File: config.mk
export PLATFORM = sky130hd
export DESIGN_NAME = pipe_stage_buf
export DESIGN_NICKNAME = d
export VERILOG_FILES = /design/src/rtl/pipe_pkg.sv /design/src/rtl/pb_sat_counter.sv /design/src/rtl/pipe_stage_buf.sv
export SDC_FILE = /design/constraint.sdc
export NUM_CORES = 1
export LEC_CHECK = 0
export BUFFER_PORTS_ARGS = -buffer_cell sky130_fd_sc_hd__buf_2
export CAP_MARGIN = 20
export CORE_MARGIN = 5
export CORE_UTILIZATION = 52
export DETAILED_ROUTE_END_ITERATION = 10
export GPL_ROUTABILITY_DRIVEN = 0
export HOLD_SLACK_MARGIN = 0.15
export PLACE_DENSITY = 0.83
export SLEW_MARGIN = 20
export SYNTH_ARGS = -nofsm -noshare
export SYNTH_HDL_FRONTEND = slang
export SYNTH_SLANG_ARGS = --single-unit
File: constraint.sdc
create_clock -name clk -period 4.7 [get_ports clk]
set_input_delay 0.47 -clock clk [delete_from_list [all_inputs] [get_ports clk]]
set_output_delay 0.47 -clock clk [all_outputs]
set_load 0.02 [all_outputs]
File: src/rtl/pipe_pkg.sv
// pipe_pkg: shared pipeline types, stage indices and inter-stage payload layouts.
package pipe_pkg;

    typedef enum logic [1:0] {PB_EMPTY, PB_ONE, PB_TWO} pb_state_e;

    localparam logic STOP    = 1'b1;
    localparam logic NO_STOP = 1'b0;

    localparam int PIPE_STAGE_NUM = 6;
    localparam int IF_STAGE  = 0;
    localparam int ID_STAGE  = 1;
    localparam int EX_STAGE  = 2;
    localparam int MEM_STAGE = 3;
    localparam int WB_STAGE  = 4;

    typedef struct packed {
        logic [31:0] pc;
        logic [31:0] instr;
    } if_id_pl_t;

    typedef struct packed {
        logic [31:0] pc;
        logic [4:0]  rd;
        logic        wreg;
        logic [31:0] op_a;
        logic [31:0] op_b;
        logic [15:0] ctrl;
    } id_ex_pl_t;

    typedef struct packed {
        logic [31:0] pc;
        logic [4:0]  rd;
        logic        wreg;
        logic [31:0] wdata;
        logic [31:0] addr;
        logic [7:0]  ctrl;
    } ex_mem_pl_t;

    typedef struct packed {
        logic [4:0]  rd;
        logic        wreg;
        logic [31:0] wdata;
    } mem_wb_pl_t;

endpackage

File: src/rtl/pb_sat_counter.sv
// pb_sat_counter: saturating up-counter with synchronous clear taking priority over increment.
module pb_sat_counter #(
    parameter int CNT_W = 16
) (
    input  logic             clk,
    input  logic             rstn,
    input  logic             inc,
    input  logic             clr,
    output logic [CNT_W-1:0] cnt
);

    always_ff @(posedge clk or negedge rstn) begin
        if (!rstn)
            cnt <= '0;
        else if (clr)
            cnt <= '0;
        else if (inc && !(&cnt))
            cnt <= cnt + 1'b1;
    end

endmodule

File: src/rtl/pipe_stage_buf.sv
// pipe_stage_buf: elastic 2-entry skid buffer between pipeline stages with legacy stall,
// flush and saturating bubble/back-pressure counters.
module pipe_stage_buf
    import pipe_pkg::*;
#(
    parameter int DATA_W       = 128,
    parameter int STAGE_NUM    = PIPE_STAGE_NUM,
    parameter int STAGE_IDX    = MEM_STAGE,
    parameter bit ZERO_INVALID = 1'b1,
    parameter int CNT_W        = 16
) (
    input  logic                 clk,
    input  logic                 rstn,
    input  logic                 in_valid,
    output logic                 in_ready,
    input  logic [DATA_W-1:0]    in_data,
    output logic                 out_valid,
    input  logic                 out_ready,
    output logic [DATA_W-1:0]    out_data,
    input  logic [STAGE_NUM-1:0] stall,
    input  logic                 flush,
    input  logic                 cnt_clr,
    output logic [CNT_W-1:0]     bubble_cnt,
    output logic [CNT_W-1:0]     bp_cnt,
    output logic [1:0]           occ
);

    pb_state_e         state, state_nxt;
    logic [DATA_W-1:0] main_q, main_nxt, skid_q, skid_nxt;
    logic              in_ready_q;
    logic              up_run, dn_run, push, pop;
    logic              unused_stall;

    assign unused_stall = ^stall;
    assign up_run    = (stall[STAGE_IDX-1] == NO_STOP);
    assign dn_run    = (stall[STAGE_IDX] == NO_STOP);
    assign in_ready  = in_ready_q;
    assign out_valid = (state != PB_EMPTY);
    assign push      = in_valid && in_ready_q && up_run;
    assign pop       = out_valid && out_ready && dn_run;
    assign out_data  = (ZERO_INVALID && !out_valid) ? '0 : main_q;
    assign occ       = (state == PB_TWO) ? 2'd2 : (state == PB_ONE) ? 2'd1 : 2'd0;

    // in_data is only routed into storage under push, so X on an idle bus never lands.
    always_comb begin
        state_nxt = state;
        main_nxt  = main_q;
        skid_nxt  = skid_q;
        if (flush) begin
            state_nxt = PB_EMPTY;
            main_nxt  = '0;
            skid_nxt  = '0;
        end else begin
            case (state)
                PB_EMPTY: begin
                    state_nxt = push ? PB_ONE : PB_EMPTY;
                    main_nxt  = push ? in_data : main_q;
                end
                PB_ONE: begin
                    state_nxt = (push && !pop) ? PB_TWO : (!push && pop) ? PB_EMPTY : PB_ONE;
                    main_nxt  = (push && pop) ? in_data : main_q;
                    skid_nxt  = (push && !pop) ? in_data : skid_q;
                end
                PB_TWO: begin
                    state_nxt = pop ? PB_ONE : PB_TWO;
                    main_nxt  = pop ? skid_q : main_q;
                end
                default: state_nxt = PB_EMPTY;
            endcase
        end
    end

    always_ff @(posedge clk or negedge rstn) begin
        if (!rstn) begin
            state      <= PB_EMPTY;
            main_q     <= '0;
            skid_q     <= '0;
            in_ready_q <= 1'b1;
        end else begin
            state      <= state_nxt;
            main_q     <= main_nxt;
            skid_q     <= skid_nxt;
            in_ready_q <= (state_nxt != PB_TWO);
        end
    end

    pb_sat_counter #(.CNT_W(CNT_W)) u_bubble_cnt (
        .clk  (clk),
        .rstn (rstn),
        .inc  (!out_valid && out_ready && dn_run),
        .clr  (cnt_clr),
        .cnt  (bubble_cnt)
    );

    pb_sat_counter #(.CNT_W(CNT_W)) u_bp_cnt (
        .clk  (clk),
        .rstn (rstn),
        .inc  (out_valid && !(out_ready && dn_run)),
        .clr  (cnt_clr),
        .cnt  (bp_cnt)
    );

endmodule

==> out/metrics.cfg, run 1 <==
[synthesis]
synth_nets=1388
yosysMostFrequentCell=dfrtp_1
synth_edf_count=0
yosysTopAreaCell=dfrtp_1
synthArstFlopShare_pct=100
synth_compound_area_share_pct=17.4
ys_ff_latch=291
ys.warnings.count=0
ys.flop_type=dfrtp_1
synth_area_sq_um=13700
synth_top_family_by_area=compound AO/OA/AOI/OAI gates
synth-simple-area-share_pct=15.5
synth-seq-area-share_pct=53.0
synthTopCellsByCount=dfrtp_1, nor3_1, a211oi_1
synth-xor-area-share_pct=0
synth_area_leaders=dfrtp_1, mux2i_1, a22o_1, a211oi_1, and2_1
synth_top_cell_area_share_pct=52.8
syn_inst=1244
synth.area.mux_share_pct=10.0
synth_fa_ha_area_share_pct=0.364
ys_types=43
syn_avg_cell_area_sq_um=11.0

[hold_path]
hold_depth=2
hold_path_startpoint=in_data[63]
min_to=skid_q[63]
hold_class=input pin to register

[global_route]
grt_max_degree=131
antenna_found_initial=3
grt_pass1_vias=12481
track_usage_pct=25.9
overflow=0
grt_pass1_wl_mm=65.6

[pwr]
clockPowerShare_pct=43.1
p_int_mw=4.44
leakage_nw=8.01
p_switching_mw=1.49
vdd_drop_max_uv=312
p_total_mw=5.93
sw_frac_of_total_pct=25.2
power_frac_seq_pct=45.1
powerDensity_nw_per_um2=343
comb_power_share_pct=11.8

[place]
dp_hpwl_mm=22.3
post-place-ws_ps=1710
portBuffers=299

[routing]
drt_iter0_drc=1215
viasPerCell=6.26
wl_per_cell_microns=21.0
drt-total-wl_mm=40.1
drc=0
drt_pass1_iterations=5
drtAntennaViolNets=0
via_count=11942

[worst_setup_path]
reg2regPathDepth=5
crit_slowest_cell=buf_4
crit_type=register to primary output
path_common_cell=buf_4
path_delay_family=buffers and inverters
cpPeakStageDelay_ps=630
r2r_start=state[1]
start_kind=register
crit_path_max_fanout=71
arrival_ps=2900
worstPathCellList=nor2_1 > inv_2 > buf_4 > buf_4 > and2_1 > buf_2
r2r_slack_ps=1850
path_buf_inv=4
required_ps=4230
r2r-end=main_q[31]
end_kind=primary output

[cts]
cts_max_path_buffers=3
clkLatencyLatePin_ps=550
h-tree-depth=1
cts_inserted_buffers=31
cts_setup_buffers=0
clock_sinks=291
cts.repair.resized=0
root_buffer=clkbuf_16
hold_buffers=82
cts_tree=done
path_clk_slew_ps=60

[floorplanning]
io_pins=304
die-area_sq_um=29800
start_util_pct=52.7
core_area_sq_um=26100
die_x_microns=173
die_height_microns=173
fp-row-count=59

[timing]
slew_viol_final=0
setup_viol=0
fin_worst_skew_ps=13.8
timing.fmax_mhz=297
worstMarginPinSlew_ps=1030
rsz0062_at_grt=false
hold_violations=0
post-route-min-period_ps=3370
slew_headroom_pct=31.5
setup_ws_ps=1330
post-route-period-util_pct=71.7
tns_ps=0

[layout]
n_fill_cell=1945
nNetsFinal=1693
drive_gt1_share_pct=24.4
areaGrowthSynthToFinish_pct=26.0

[outcome]
status=complete, no violations

[flow_run]
maxCapViolCount=0

stage by stage:
step	utilization [%]	cell area, sq um	hold WS [ps]	std cells
after floorplan	-	13700	174	1244
after global placement	59.1	15400	482	1768
after detailed placement	59.1	15400	481	1768
after CTS	66.3	17300	150	1906
after global routing	66.4	17300	157	1909
final	66.4	17300	170	1909
logic make-up (layout without fill, tap and decap cells):
logic type | count (synthesis) | after routing
AND/OR/NAND/NOR | 373 | 373
AO/OA/AOI/OAI | 308 | 308
flip-flops | 291 | 291
multiplexers | 137 | 137
buffers and inverters | 131 | 459
adder cells (fa/ha/maj) | 4 | 4
other | 0 | 2
cell usage in the layout, fill, tap and decap left out, types with 5 or more instances in the layout:
cell type / Yosys / final
a211oi_1: 131 / 131
a21oi_1: 25 / 23
a22o_1: 128 / 128
and2_1: 129 / 128
and3_1: 7 / 7
buf_2: 2 / 297
buf_4: 0 / 12
bufinv_16: 0 / 5
clkbuf_1: 118 / 7
clkbuf_16: 0 / 31
dfrtp_1: 290 / 290
dlygate4sd3_1: 0 / 83
inv_1: 5 / 5
mux2_2: 7 / 7
mux2i_1: 130 / 130
nand2_1: 14 / 14
nand2b_1: 6 / 6
nand3_1: 11 / 11
nand4_1: 9 / 9
nor2_1: 17 / 17
nor2b_1: 8 / 7
nor3_1: 134 / 134
o21ai_0: 7 / 7
o31ai_1: 11 / 11
or4_1: 13 / 13
worst register-to-register path, stage by stage (launching register included):
cell and delay (ps):
dfrtp_1 510, nor2b_4 240, and2_4 680, buf_4 830, nor3_1 190, a211oi_1 290
power by group through the flow:
stage,Clock [mW],Combinational (mW),Sequential (mW)
2_1_floorplan,0,0.382,2.70
3_3_place_gp,0,0.621,2.71
3_5_place_dp,0,0.636,2.72
5_1_grt,2.69,0.766,2.69
4_1_cts,2.60,0.695,2.67
6_report,2.56,0.699,2.68
registers in the layout (all words and copies together) (netlist names):
register	cells
main_q	128
skid_q	128
u_bp_cnt.cnt	16
u_bubble_cnt.cnt	16
state	2
in_ready	1
final cells by class:
class,instances,area (sq um),area share (%)
Antenna cell,2,5.00,0.0289
Clock buffer,42,857,4.95
Clock inverter,14,214,1.24
Inverter,6,22.5,0.130
Multi-Input combinational cell,822,6000,34.7
Sequential cell,291,7280,42.1
Tap cell,335,419,2.42
Timing Repair Buffer,397,2500,14.5
how the worst max path moves through the flow:
| stage | start | to | slack, ps | cells past startpoint |
|---|---|---|---|---|
| floorplan | state[0] | main_q[53] | 2270 | 12 |
| global placement | out_ready | main_q[27] | 1820 | 6 |
| CTS | state[1] | out_data[80] | 1360 | 6 |
| finish | state[1] | out_data[80] | 1330 | 6 |
| global route | state[1] | out_data[80] | 1190 | 6 |
| detailed placement | out_ready | main_q[27] | 1710 | 6 |
layer usage:
metal,track usage [%],wire [microns]
met2,43.9,19700
met3,5.33,2760
met4,8.48,1300
met5,0,13
met1,33.4,16300
Note: power is estimated with default switching activity, not from simulation.
==> run 2: changes to the inputs <==
- clock period: 4.7 -> 3.4 ns (I/O delays scaled with it)
==> run 2 against run 1 <==
  * Global-route usage increased by 0.43 points
  * Highest routed layer is now met4
  * Sequential power increased by 38%
  * Wire length increased by 2.9%
  * Critical endpoint is now occ[1]
  * Combinational power up 47%
  * First-iteration DRC count grew 11%
  * Register-to-register slack worse by 960 ps
  * Worst setup slack got worse by 670 ps
  * Clock power rose by 39%
  * Core utilization up 2.1 points
  * Design area increased by 3.2%
==> out/metrics.cfg, run 2 (synthesis gave the netlist of run 1 again) <==
[timing]
fin_worst_skew_ps=8.77
tns_ps=0
post-route-period-util_pct=80.7
hold_violations=0
slew_headroom_pct=24.5
rsz0062_at_grt=false
worstMarginPinSlew_ps=1130
post-route-min-period_ps=2740
slew_viol_final=0
timing.fmax_mhz=365
setup_viol=0

[routing]
wl_per_cell_microns=21.0
viasPerCell=6.21
drt_pass1_iterations=5
drtAntennaViolNets=0
drt-total-wl_mm=41.2
drc=0
drt_iter0_drc=1345
via_count=12171

[floorplanning]
io_pins=304
core_area_sq_um=26100
start_util_pct=52.7
fp-row-count=59
die_x_microns=173
die-area_sq_um=29800
die_height_microns=173

[worst_setup_path]
crit_type=register to primary output
arrival_ps=2400
crit_path_max_fanout=130
required_ps=3060
cp-startpoint=state[1]
r2r_start=state[1]
end_kind=primary output
start_kind=register

[global_route]
overflow=0
grt_pass1_vias=12426
grt_pass1_wl_mm=66.5
track_usage_pct=26.3
grt_max_degree=131
antenna_found_initial=3

[place]
dp_hpwl_mm=22.8
portBuffers=299
placed_area_sq_um=15500

[layout]
n_fill_cell=1840
final_util_pct=68.5
top_regs=main_q (128), skid_q (128)
layout_common_cells=buf_2, dfrtp_1, nor3_1
areaGrowthSynthToFinish_pct=30.0
stdcell_area_sq_um=17900
nNetsFinal=1745
drive_gt1_share_pct=23.9
final_common_cell=buf_2

[hold_path]
hold_class=input pin to register
hold_path_startpoint=stall[3]

[pwr]
powerDensity_nw_per_um2=464
p_total_mw=8.28
vdd_drop_max_uv=447
leakage_nw=8.26

[cts]
cts_tree=done
clkLatencyLatePin_ps=550
root_buffer=clkbuf_16
clock_sinks=291
cts_max_path_buffers=3
cts_inserted_buffers=31
h-tree-depth=1
path_clk_slew_ps=60

[flow_run]
maxCapViolCount=0

[outcome]
status=complete, no violations

run 2: cell count changes in the layout (fill, tap and decap cells not counted), sizes merged:
cell and delta:
buf +6, clkbuf +1, clkinvlp -3, clkinv +1, diode +1, dlygate4sd3 +46
run 2: worst paths after layout:
path / to / slack [ps] / depth (start not counted)
setup / recovery: occ[1] / 660 / 3
hold / removal: state[1] / 280 / 4
setup reg to reg: main_q[72] / 890 / 10
min in group asynchronous: u_bubble_cnt.cnt[15] / 350 / 2
max in group asynchronous: skid_q[94] / 2070 / 3
hold reg to reg: skid_q[55] / 500 / 1
run 2: final cells by class:
class	count	area, sq um	area share [%]
clock inverter	12	193	1.08
antenna	3	7.51	0.0420
timing repair buffer	449	3060	17.1
inverter	6	22.5	0.126
sequential	291	7280	40.8
clock buffer	43	871	4.88
tap	335	419	2.35
multi-input combinational	822	6000	33.6
run 2: where the power goes:
part	internal (mW)	switching [mW]
Clock	2.16	1.40
Combinational	0.428	0.597
Sequential	3.61	0.0863
Total	6.20	2.08
run 2: layer usage:
| layer | global-route usage, % | vias to the layer above | routed length [microns] |
|---|---|---|---|
| li1 | - | 5360 | - |
| met1 | 34.6 | 6052 | 16100 |
| met2 | 42.6 | 639 | 20300 |
| met3 | 5.42 | 120 | 3130 |
| met4 | 11.1 | 0 | 1710 |
| met5 | 0 | - | 0 |
run 2: worst max-delay path: stages (launching register included):
cell and delay [ps]:
dfrtp_1 510, nor2b_4 240, buf_12 560, buf_2 310
run 2: metrics by stage:
| stage | setup WS (ps) | cells | hold WS (ps) |
|---|---|---|---|
| 2_1_floorplan | 972 | 1244 | 44.4 |
| 3_3_place_gp | 981 | 1774 | 362 |
| 3_5_place_dp | 875 | 1774 | 367 |
| 4_1_cts | 649 | 1958 | 242 |
| 5_1_grt | 553 | 1961 | 307 |
| 6_report | 657 | 1961 | 277 |
run 2: repair_timing:
item	4_1_cts	5_1_grt
endpoints found under the hold margin	312	0
resized for setup	0	0
buffers inserted	0	0
hold buffers	129	0
==> run 3: changes to the inputs <==
- ABC_AREA: default -> 1
- CORE_UTILIZATION: 52 -> 50
- clock period: 3.4 -> 2.4 ns (I/O delays scaled with it)
==> run 3 against run 2 <==
  * Wire length grew 8.7%
  * Register-to-register slack lost 620 ps
  * Critical path type unchanged
  * Sequential power rose by 41%
  * Die area increased by 7.6%
  * Critical path depth up 1
  * Largest power group unchanged
==> out/metrics.cfg, run 3 <==
[layout]
diodes=0
layout_common_cells=nand2_1, o21ai_0, inv_1
final_common_cell=nand2_1
nNetsFinal=2399
layoutNonFillerInstCount=2655
stdcell_area_sq_um=18600
top_regs=main_q (128), skid_q (128)
drive_gt1_share_pct=17.8
areaGrowthSynthToFinish_pct=30.2

[routing]
via_count=14493
drc=0
drt-total-wl_mm=44.8
drt_pass1_iterations=6
drtAntennaViolNets=0
viasPerCell=5.46
wl_per_cell_microns=16.9
drt_iter0_drc=1426

[floorplanning]
die_x_microns=179
fp-row-count=61
io_pins=304
core_area_sq_um=28000
start_util_pct=51.0
die-area_sq_um=32000
die_height_microns=179

[global_route]
track_usage_pct=27.3
overflow=0
antenna_found_initial=3
grt_max_degree=133
grt_pass1_wl_mm=71.5
grt_pass1_vias=14394

[synthesis]
ys_types=29
synth-seq-area-share_pct=51.0
ys_ff_latch=291
synth_area_leaders=dfrtp_1, o21ai_0, nand2_1, inv_1, nand3_1
syn_avg_cell_area_sq_um=7.63
synth_edf_count=0
synth_top_cell_area_share_pct=50.8
synthTopCellsByCount=nand2_1, o21ai_0, inv_1
ys.warnings.count=0
synth_area_sq_um=14300
synthArstFlopShare_pct=100
ys.flop_type=dfrtp_1
synth_nets=2016
syn_inst=1872
yosysMostFrequentCell=nand2_1
yosysTopAreaCell=dfrtp_1

[cts]
root_buffer=clkbuf_16
cts_inserted_buffers=30
h-tree-depth=1
cts.repair.resized=0
clock_sinks=291
cts_tree=done
path_clk_slew_ps=60
clkLatencyLatePin_ps=550
cts_max_path_buffers=3

[worst_setup_path]
required_ps=2160
end_kind=primary output
crit_path_max_fanout=132
worstPathCellList=nor2_4 > buf_12 > nor2_1 > buf_2
crit_slowest_cell=buf_12
crit_type=register to primary output
path_buf_inv=2
path_delay_family=buffers and inverters
cpPeakStageDelay_ps=540
arrival_ps=2030
start_kind=register

[timing]
hold_violations=0
post-route-period-util_pct=94.7
rsz0062_at_grt=false
post-route-min-period_ps=2270
timing.fmax_mhz=440
worstMarginPinSlew_ps=812
slew_viol_final=0
fin_worst_skew_ps=7.83
slew_headroom_pct=45.8
setup_viol=0
tns_ps=0

[pwr]
leakage_nw=9.12
clockPowerShare_pct=41.0
sw_frac_of_total_pct=26.6
powerDensity_nw_per_um2=622
p_switching_mw=3.07
vdd_drop_max_uv=591
p_int_mw=8.49
p_total_mw=11.6
power_frac_seq_pct=45.0
comb_power_share_pct=14.0

[hold_path]
hold_class=input pin to asynchronous set/reset pin

[outcome]
status=complete, no violations

[place]
place_inst=2464
placed_area_sq_um=16200
dp_hpwl_mm=25.7
portBuffers=299

[flow_run]
maxCapViolCount=0

==> run 3: cell count changes after synthesis, sizes merged, moves of 14 or more <==
cell,before,now
a21oi,25,1
clkbuf,118,61
nand2,14,388
nand3,11,162
buf,7,56
nor3,134,0
or4,14,0
a22o,128,0
and2,129,1
inv,5,301
nor2,17,180
o21ai,7,397
mux2i,130,0
a211oi,131,0
==> run 3: logic make-up (layout without fill, tap and decap cells) <==
logic type               after synthesis  after routing  synth area share [%]
AO/OA/AOI/OAI                        404            404                  14.3
AND/OR/NAND/NOR                      746            747                  21.8
buffers and inverters                419            823                  12.0
XOR/XNOR                               8              8                 0.491
flip-flops                           291            291                  51.0
adder cells (fa/ha/maj)                4              4                 0.351
==> run 3: power groups by stage <==
stage,registers (mW),logic [mW],clock network [mW]
detailed placement,5.29,1.38,0
global placement,5.28,1.34,0
floorplan,5.28,0.782,0
CTS,5.21,1.57,4.78
finish,5.21,1.61,4.74
global route,5.23,1.77,5.00
==> run 3: cell type report <==
cell class              instances  area (sq um)
multi-input cells            1163          5310
flip-flops and latches        291          7280
inverters                     302          1140
well taps                     378           473
fillers                      2096          9430
repair buffers                467          3370
clock buffers                  48           950
clock inverters                 6          55.1
==> run 3: path summary, 6_finish.rpt <==
path | from | end | slack [ps] | cells after the start
worst min register to register | main_q[89] | main_q[89] | 520 | 2
worst max-delay path | state[1] | out_data[11] | 130 | 4
worst max register to register | state[1] | main_q[58] | 270 | 7
worst min-delay path | rstn | u_bubble_cnt.cnt[5] | 210 | 2
max in group asynchronous | rstn | skid_q[17] | 1400 | 3
min in group clk | stall[3] | in_ready | 210 | 6
==> run 3: metal layers <==
layer  part of all wire [%]  vias up  track usage [%]
li1                       -     6623                -
met1                     39     6868             34.8
met2                     47      821             45.3
met3                     10      175             5.61
met4                    4.2        6             11.8
met5                  0.062        -                0
==> run 3: timing repair <==
action / 4_1_cts / 5_1_grt
hold buffers: 131 / 0
cloned: 1 / 0
setup endpoints to repair: 58 / 63
buffers inserted: 0 / 5
pin swaps: 1 / 2
hold endpoints to repair: 563 / 0
==> run 3: stage by stage <==
step | setup WS (ps) | hold slack, ps | util [%]
5_1_grt | 30.0 | 245 | 66.3
3_5_place_dp | -10.7 | 218 | 57.9
3_3_place_gp | -22.6 | 204 | 57.9
2_1_floorplan | 588 | -55.6 | -
6_report | 127 | 209 | 66.3
4_1_cts | 64.5 | 192 | 66.2
